==> config.mk <==
export PLATFORM = sky130hd
export DESIGN_NAME = axi4_lite_master
export DESIGN_NICKNAME = d
export VERILOG_FILES = /design/src/rtl/axi4_lite_master.sv
export SDC_FILE = /design/constraint.sdc
export NUM_CORES = 1
export LEC_CHECK = 0
export ABC_AREA = 1
export BUFFER_PORTS_ARGS = -buffer_cell sky130_fd_sc_hd__clkbuf_2
export CORE_MARGIN = 3
export CORE_UTILIZATION = 44
export DETAILED_ROUTE_END_ITERATION = 6
export GPL_TIMING_DRIVEN = 0
export HOLD_SLACK_MARGIN = 0.12
export PLACE_DENSITY = 0.83
export SYNTH_ARGS = -nofsm -noshare
export SYNTH_HDL_FRONTEND = slang
export SYNTH_SLANG_ARGS = --single-unit
==> constraint.sdc <==
create_clock -name clk_i -period 1.4 [get_ports clk_i]
set_input_delay 0.14 -clock clk_i [delete_from_list [all_inputs] [get_ports clk_i]]
set_output_delay 0.14 -clock clk_i [all_outputs]
set_load 0.01 [all_outputs]
==> src/rtl/axi4_lite_master.sv <==
// AXI4-Lite master: turns a single-outstanding command/response handshake into AXI4-Lite
// read or write transactions. AW and W are issued together and retire independently.
module axi4_lite_master #(
  parameter int unsigned ADDR_WIDTH = 32,
  parameter int unsigned DATA_SIZE  = 32
) (
  input  logic                     clk_i,
  input  logic                     rst_clk_ni,
  // Command interface
  input  logic                     cmd_valid_i,
  output logic                     cmd_ready_o,
  input  logic                     cmd_write_i,
  input  logic [ADDR_WIDTH-1:0]    cmd_addr_i,
  input  logic [DATA_SIZE-1:0]     cmd_wdata_i,
  input  logic [DATA_SIZE/8-1:0]   cmd_wstrb_i,
  // Response interface
  output logic                     rsp_valid_o,
  input  logic                     rsp_ready_i,
  output logic [DATA_SIZE-1:0]     rsp_rdata_o,
  output logic [1:0]               rsp_resp_o,
  // AW channel
  output logic [ADDR_WIDTH-1:0]    awaddr_o,
  output logic                     awvalid_o,
  input  logic                     awready_i,
  // W channel
  output logic [DATA_SIZE-1:0]     wdata_o,
  output logic [DATA_SIZE/8-1:0]   wstrb_o,
  output logic                     wvalid_o,
  input  logic                     wready_i,
  // B channel
  input  logic [1:0]               bresp_i,
  input  logic                     bvalid_i,
  output logic                     bready_o,
  // AR channel
  output logic [ADDR_WIDTH-1:0]    araddr_o,
  output logic                     arvalid_o,
  input  logic                     arready_i,
  // R channel
  input  logic [DATA_SIZE-1:0]     rdata_i,
  input  logic [1:0]               rresp_i,
  input  logic                     rvalid_i,
  output logic                     rready_o
);

  typedef enum logic [2:0] {
    StIdle,
    StWrite,
    StWresp,
    StRaddr,
    StRdata,
    StRsp
  } state_e;

  state_e                   r_state;
  state_e                   w_state_next;
  logic [ADDR_WIDTH-1:0]    r_addr;
  logic [DATA_SIZE-1:0]     r_wdata;
  logic [DATA_SIZE/8-1:0]   r_wstrb;
  logic                     r_awvalid;
  logic                     r_wvalid;
  logic [DATA_SIZE-1:0]     r_rdata;
  logic [1:0]               r_resp;

  logic w_cmd_hs;
  logic w_aw_done;
  logic w_w_done;

  assign w_cmd_hs  = (r_state == StIdle) && cmd_valid_i;
  // A channel counts as done if it already handshook or is handshaking this cycle.
  assign w_aw_done = !r_awvalid || awready_i;
  assign w_w_done  = !r_wvalid || wready_i;

  // State register; reset abandons any in-flight transaction.
  always_ff @(posedge clk_i or negedge rst_clk_ni) begin
    if (!rst_clk_ni) begin
      r_state <= StIdle;
    end else begin
      r_state <= w_state_next;
    end
  end

  // Next-state logic.
  always_comb begin
    w_state_next = r_state;
    unique case (r_state)
      StIdle:  if (cmd_valid_i) w_state_next = cmd_write_i ? StWrite : StRaddr;
      StWrite: if (w_aw_done && w_w_done) w_state_next = StWresp;
      StWresp: if (bvalid_i) w_state_next = StRsp;
      StRaddr: if (arready_i) w_state_next = StRdata;
      StRdata: if (rvalid_i) w_state_next = StRsp;
      StRsp:   if (rsp_ready_i) w_state_next = StIdle;
      default: w_state_next = StIdle;
    endcase
  end

  // Command capture, per-channel valid tracking and response capture.
  always_ff @(posedge clk_i or negedge rst_clk_ni) begin
    if (!rst_clk_ni) begin
      r_addr    <= '0;
      r_wdata   <= '0;
      r_wstrb   <= '0;
      r_awvalid <= 1'b0;
      r_wvalid  <= 1'b0;
      r_rdata   <= '0;
      r_resp    <= '0;
    end else begin
      if (w_cmd_hs) begin
        r_addr    <= cmd_addr_i;
        r_wdata   <= cmd_wdata_i;
        r_wstrb   <= cmd_wstrb_i;
        r_awvalid <= cmd_write_i;
        r_wvalid  <= cmd_write_i;
      end
      if (r_state == StWrite) begin
        if (awready_i) r_awvalid <= 1'b0;
        if (wready_i)  r_wvalid  <= 1'b0;
      end
      if ((r_state == StWresp) && bvalid_i) begin
        r_resp  <= bresp_i;
        r_rdata <= '0;
      end
      if ((r_state == StRdata) && rvalid_i) begin
        r_resp  <= rresp_i;
        r_rdata <= rdata_i;
      end
    end
  end

  assign cmd_ready_o = (r_state == StIdle);
  assign awaddr_o    = r_addr;
  assign awvalid_o   = r_awvalid;
  assign wdata_o     = r_wdata;
  assign wstrb_o     = r_wstrb;
  assign wvalid_o    = r_wvalid;
  assign bready_o    = (r_state == StWresp);
  assign araddr_o    = r_addr;
  assign arvalid_o   = (r_state == StRaddr);
  assign rready_o    = (r_state == StRdata);
  assign rsp_valid_o = (r_state == StRsp);
  assign rsp_rdata_o = r_rdata;
  assign rsp_resp_o  = r_resp;

endmodule

==> results.toml <==
[hold_path]
worst_hold_path.endpoint = "r_state[1]$_DFFE_PN0P_"
hold_class = "in2reg"
min_from = "arready_i"
holdPathStages = 5

[timing]
finalWorstPathRequiredPeriod_ns = 1.486
worst_slew_pin_slew_ns = 0.8277
report.final.slew_viol_count = 0
relSlewSlack_pct = 44.82
finClkSkew_ns = 0.01425
fmax_mhz = 672.8
post-route-period-util_pct = 106.2
hold_viol_final = 0
setup_violations = 30
postLayoutSetupSlackWorst_ns = -0.08638
grt_setup_unrepaired = "true"

[clocking]
max-clock-path-buffers = 2
worstSkewPairLatency_ns = 0.37
cts_tree = "yes"
numCtsBuffers = 9
htree_num_levels = 3
cts.sinks = 107
worst_setup_hold_path_clk_slew_ns = 0.11
cts-root-buf = "sky130_fd_sc_hd__clkbuf_8"

[pwr]
fin_total_pwr_mw = 15.34
power.density_cell_area_nw_per_um2 = 2007
ir_drop_v = 0.001012
p_leak_nw = 4.485

[die]
die_width_um = 107.4
die_height_um = 107.4
num_io_pins = 255
floorplan.die_area_sq_um = 11530
rows = 36
initial_core_util_pct = 45.85
floorplan.core_area_sq_um = 9864

[setup_path]
worstReg2RegStart = "r_state[0]$_DFFE_PN0P_"
startpoint = "r_state[0]$_DFFE_PN0P_"
worst-r2r-cell-count = 8
regToRegEndpoint = "wdata_o[23]$_DFFE_PN0P_"
timing_worst_setup_path_type = "reg2reg"
critical_path_required_ns = 1.66
worst_setup_end_kind = "flip-flop"
startpoint_type = "flip-flop"
rrSetupSlack_ns = -0.09
data_arrival_time_at_the_worst_slack_endpoint_ns = 1.74
worst-path-max-fanout = 10

[synthesis]
synth.yosys.seq_area_share_pct = 59.20
synth_area_leader_cell = "sky130_fd_sc_hd__dfrtp_1"
postSynthCellCount = 528
syn-cell-area_sq_um = 4523
synth-edff-count = 0
post-synth-top-area-fraction_pct = 59.20
ys_top_cells_by_area = "sky130_fd_sc_hd__dfrtp_1 59%, sky130_fd_sc_hd__nand2_1 27%, sky130_fd_sc_hd__buf_4 6.0%"
synth.ff_latch_count = 107
postSynthAreaPerCell_sq_um = 8.566
synthMostInstantiatedCell = "sky130_fd_sc_hd__nand2_1"
mappedNetlistNets = 642
synthDistinctLibCells = 22
ys_dominant_reg_cell = "sky130_fd_sc_hd__dfrtp_1"
synth.cells.most_frequent = "322 x sky130_fd_sc_hd__nand2_1, 107 x sky130_fd_sc_hd__dfrtp_1, 36 x sky130_fd_sc_hd__buf_4"
post_synthesis_async_set_or_reset_flop_share_pct = 100.0
yosysWarnings = 0

[layout]
nNetsFinal = 1027
area_delta_synth_final_pct = 69.05
utilization_pct = 77.51
layout-drive-gt1-share_pct = 41.94
finalNonFillerCells = 1052

[global_routing]
global_route.overflow_total = 0
first_global_vias = 4920
grt_first_pass_wirelength_um = 24180
largest_net_degree_at_the_start_of_global_routing = 108
antenna_found_initial = 0
gr-usage-all-layers_pct = 26.53

[route]
wl_per_cell_um = 15.36
num_vias = 4877
drt_drc_violations_left = 0
route.final.wire_length_um = 16150
drt-vias-per-instance = 4.636
ant_nets = 0
dr.first_iter.drc_count = 245
drt_pre_antenna_iters = 5

[outcome]
violations = "setup timing"
status = "finished with violations"

[place]
gp_congestion = 0.7994
place_worst_setup_slack_ns = -0.1481
dpl.hpwl_um = 9411
placed_cells = 915
io_buffer_count = 254

[job]
max-cap-violations = 0
metal layers:
layer  share of wire [%]  vias up  GRT usage, %
met5                   0        -             0
met2                  53      231         48.97
met4                 4.2        0         11.09
li1                    -     2331             -
met3                 6.9       51         5.159
met1                  36     2264         29.72
layout by cell type (no fill, tap or decap), drive strengths merged, types with 3 or more instances in the layout:
master / count
dfrtp: 107
buf: 70
nor2: 10
clkbuf: 262
nand2: 324
inv: 15
clkinv: 3
o21ai: 5
dlygate4sd3: 108
nand3: 6
layout make-up:
class | instances | area [sq um]
flip-flops and latches | 107 | 2679
repair buffers | 375 | 2529
fillers | 612 | 2218
multi-input cells | 352 | 1534
plain buffers | 53 | 488.0
well taps | 133 | 166.4
clock buffers | 12 | 145.1
inverters | 15 | 68.82
clock inverters | 4 | 33.78
diodes | 1 | 2.502
through the flow:
stage          area (sq um)  setup TNS, ns  hold slack (ns)
2_1_floorplan          4523              0          -0.1556
3_3_place_gp           5961        -138.76           0.3408
3_5_place_dp           5969         -7.470           0.3056
4_1_cts                7427         -3.122           0.1542
5_1_grt                7644         -6.684           0.1941
6_report               7646        -0.5261           0.1586
registers in the layout, summed over array words and instances (netlist names):
signal	count
araddr_o	32
rsp_rdata_o	32
wdata_o	32
wstrb_o	4
r_state	3
rsp_resp_o	2
awvalid_o	1
wvalid_o	1
logic make-up after synthesis:
| logic type | count (synthesis) | synth area share, % |
|---|---|---|
| AND/OR/NAND/NOR | 343 | 29.63 |
| buffers and inverters | 69 | 10.04 |
| AO/OA/AOI/OAI | 9 | 1.134 |
| flip-flops | 107 | 59.20 |
where the power goes:
group          internal [mW]  total [mW]  switching [mW]  leakage [nW]
clock                  0.713        1.78            1.06        0.0872
combinational           3.63        7.94            4.31          3.04
sequential              4.57        5.62            1.05          1.36
what timing repair did:
action	in CTS	in global routing
resized for setup	43	60
cloned	3	1
setup buffers	6	3
hold buffers	108	0
endpoints found under the hold margin	211	0
endpoints found under the setup margin	101	111
pin swaps	11	14
worst max-delay path, stage by stage, from the launching register on:
cell and delay, ns:
sky130_fd_sc_hd__dfrtp_1 0.38, sky130_fd_sc_hd__buf_6 0.13, sky130_fd_sc_hd__nor2_4 0.14, sky130_fd_sc_hd__nand2_4 0.10
sky130_fd_sc_hd__nor2_8 0.19, sky130_fd_sc_hd__inv_8 0.08, sky130_fd_sc_hd__buf_8 0.15, sky130_fd_sc_hd__nand2_1 0.11
sky130_fd_sc_hd__nand2_1 0.09
how the worst max path moves through the flow:
stage / slack, ns / depth (start not counted) / to
5_1_grt: -0.15 / 8 / wdata_o[23]$_DFFE_PN0P_
6_report: -0.09 / 8 / wdata_o[23]$_DFFE_PN0P_
3_5_place_dp: -0.15 / 8 / awvalid_o$_DFF_PN0_
4_1_cts: -0.07 / 5 / cmd_ready_o
3_3_place_gp: -1.25 / 1 / wdata_o[11]$_DFFE_PN0P_
2_1_floorplan: 0.05 / 10 / rsp_rdata_o[10]$_DFFE_PN0P_
Note: power is estimated with default switching activity, not from simulation.
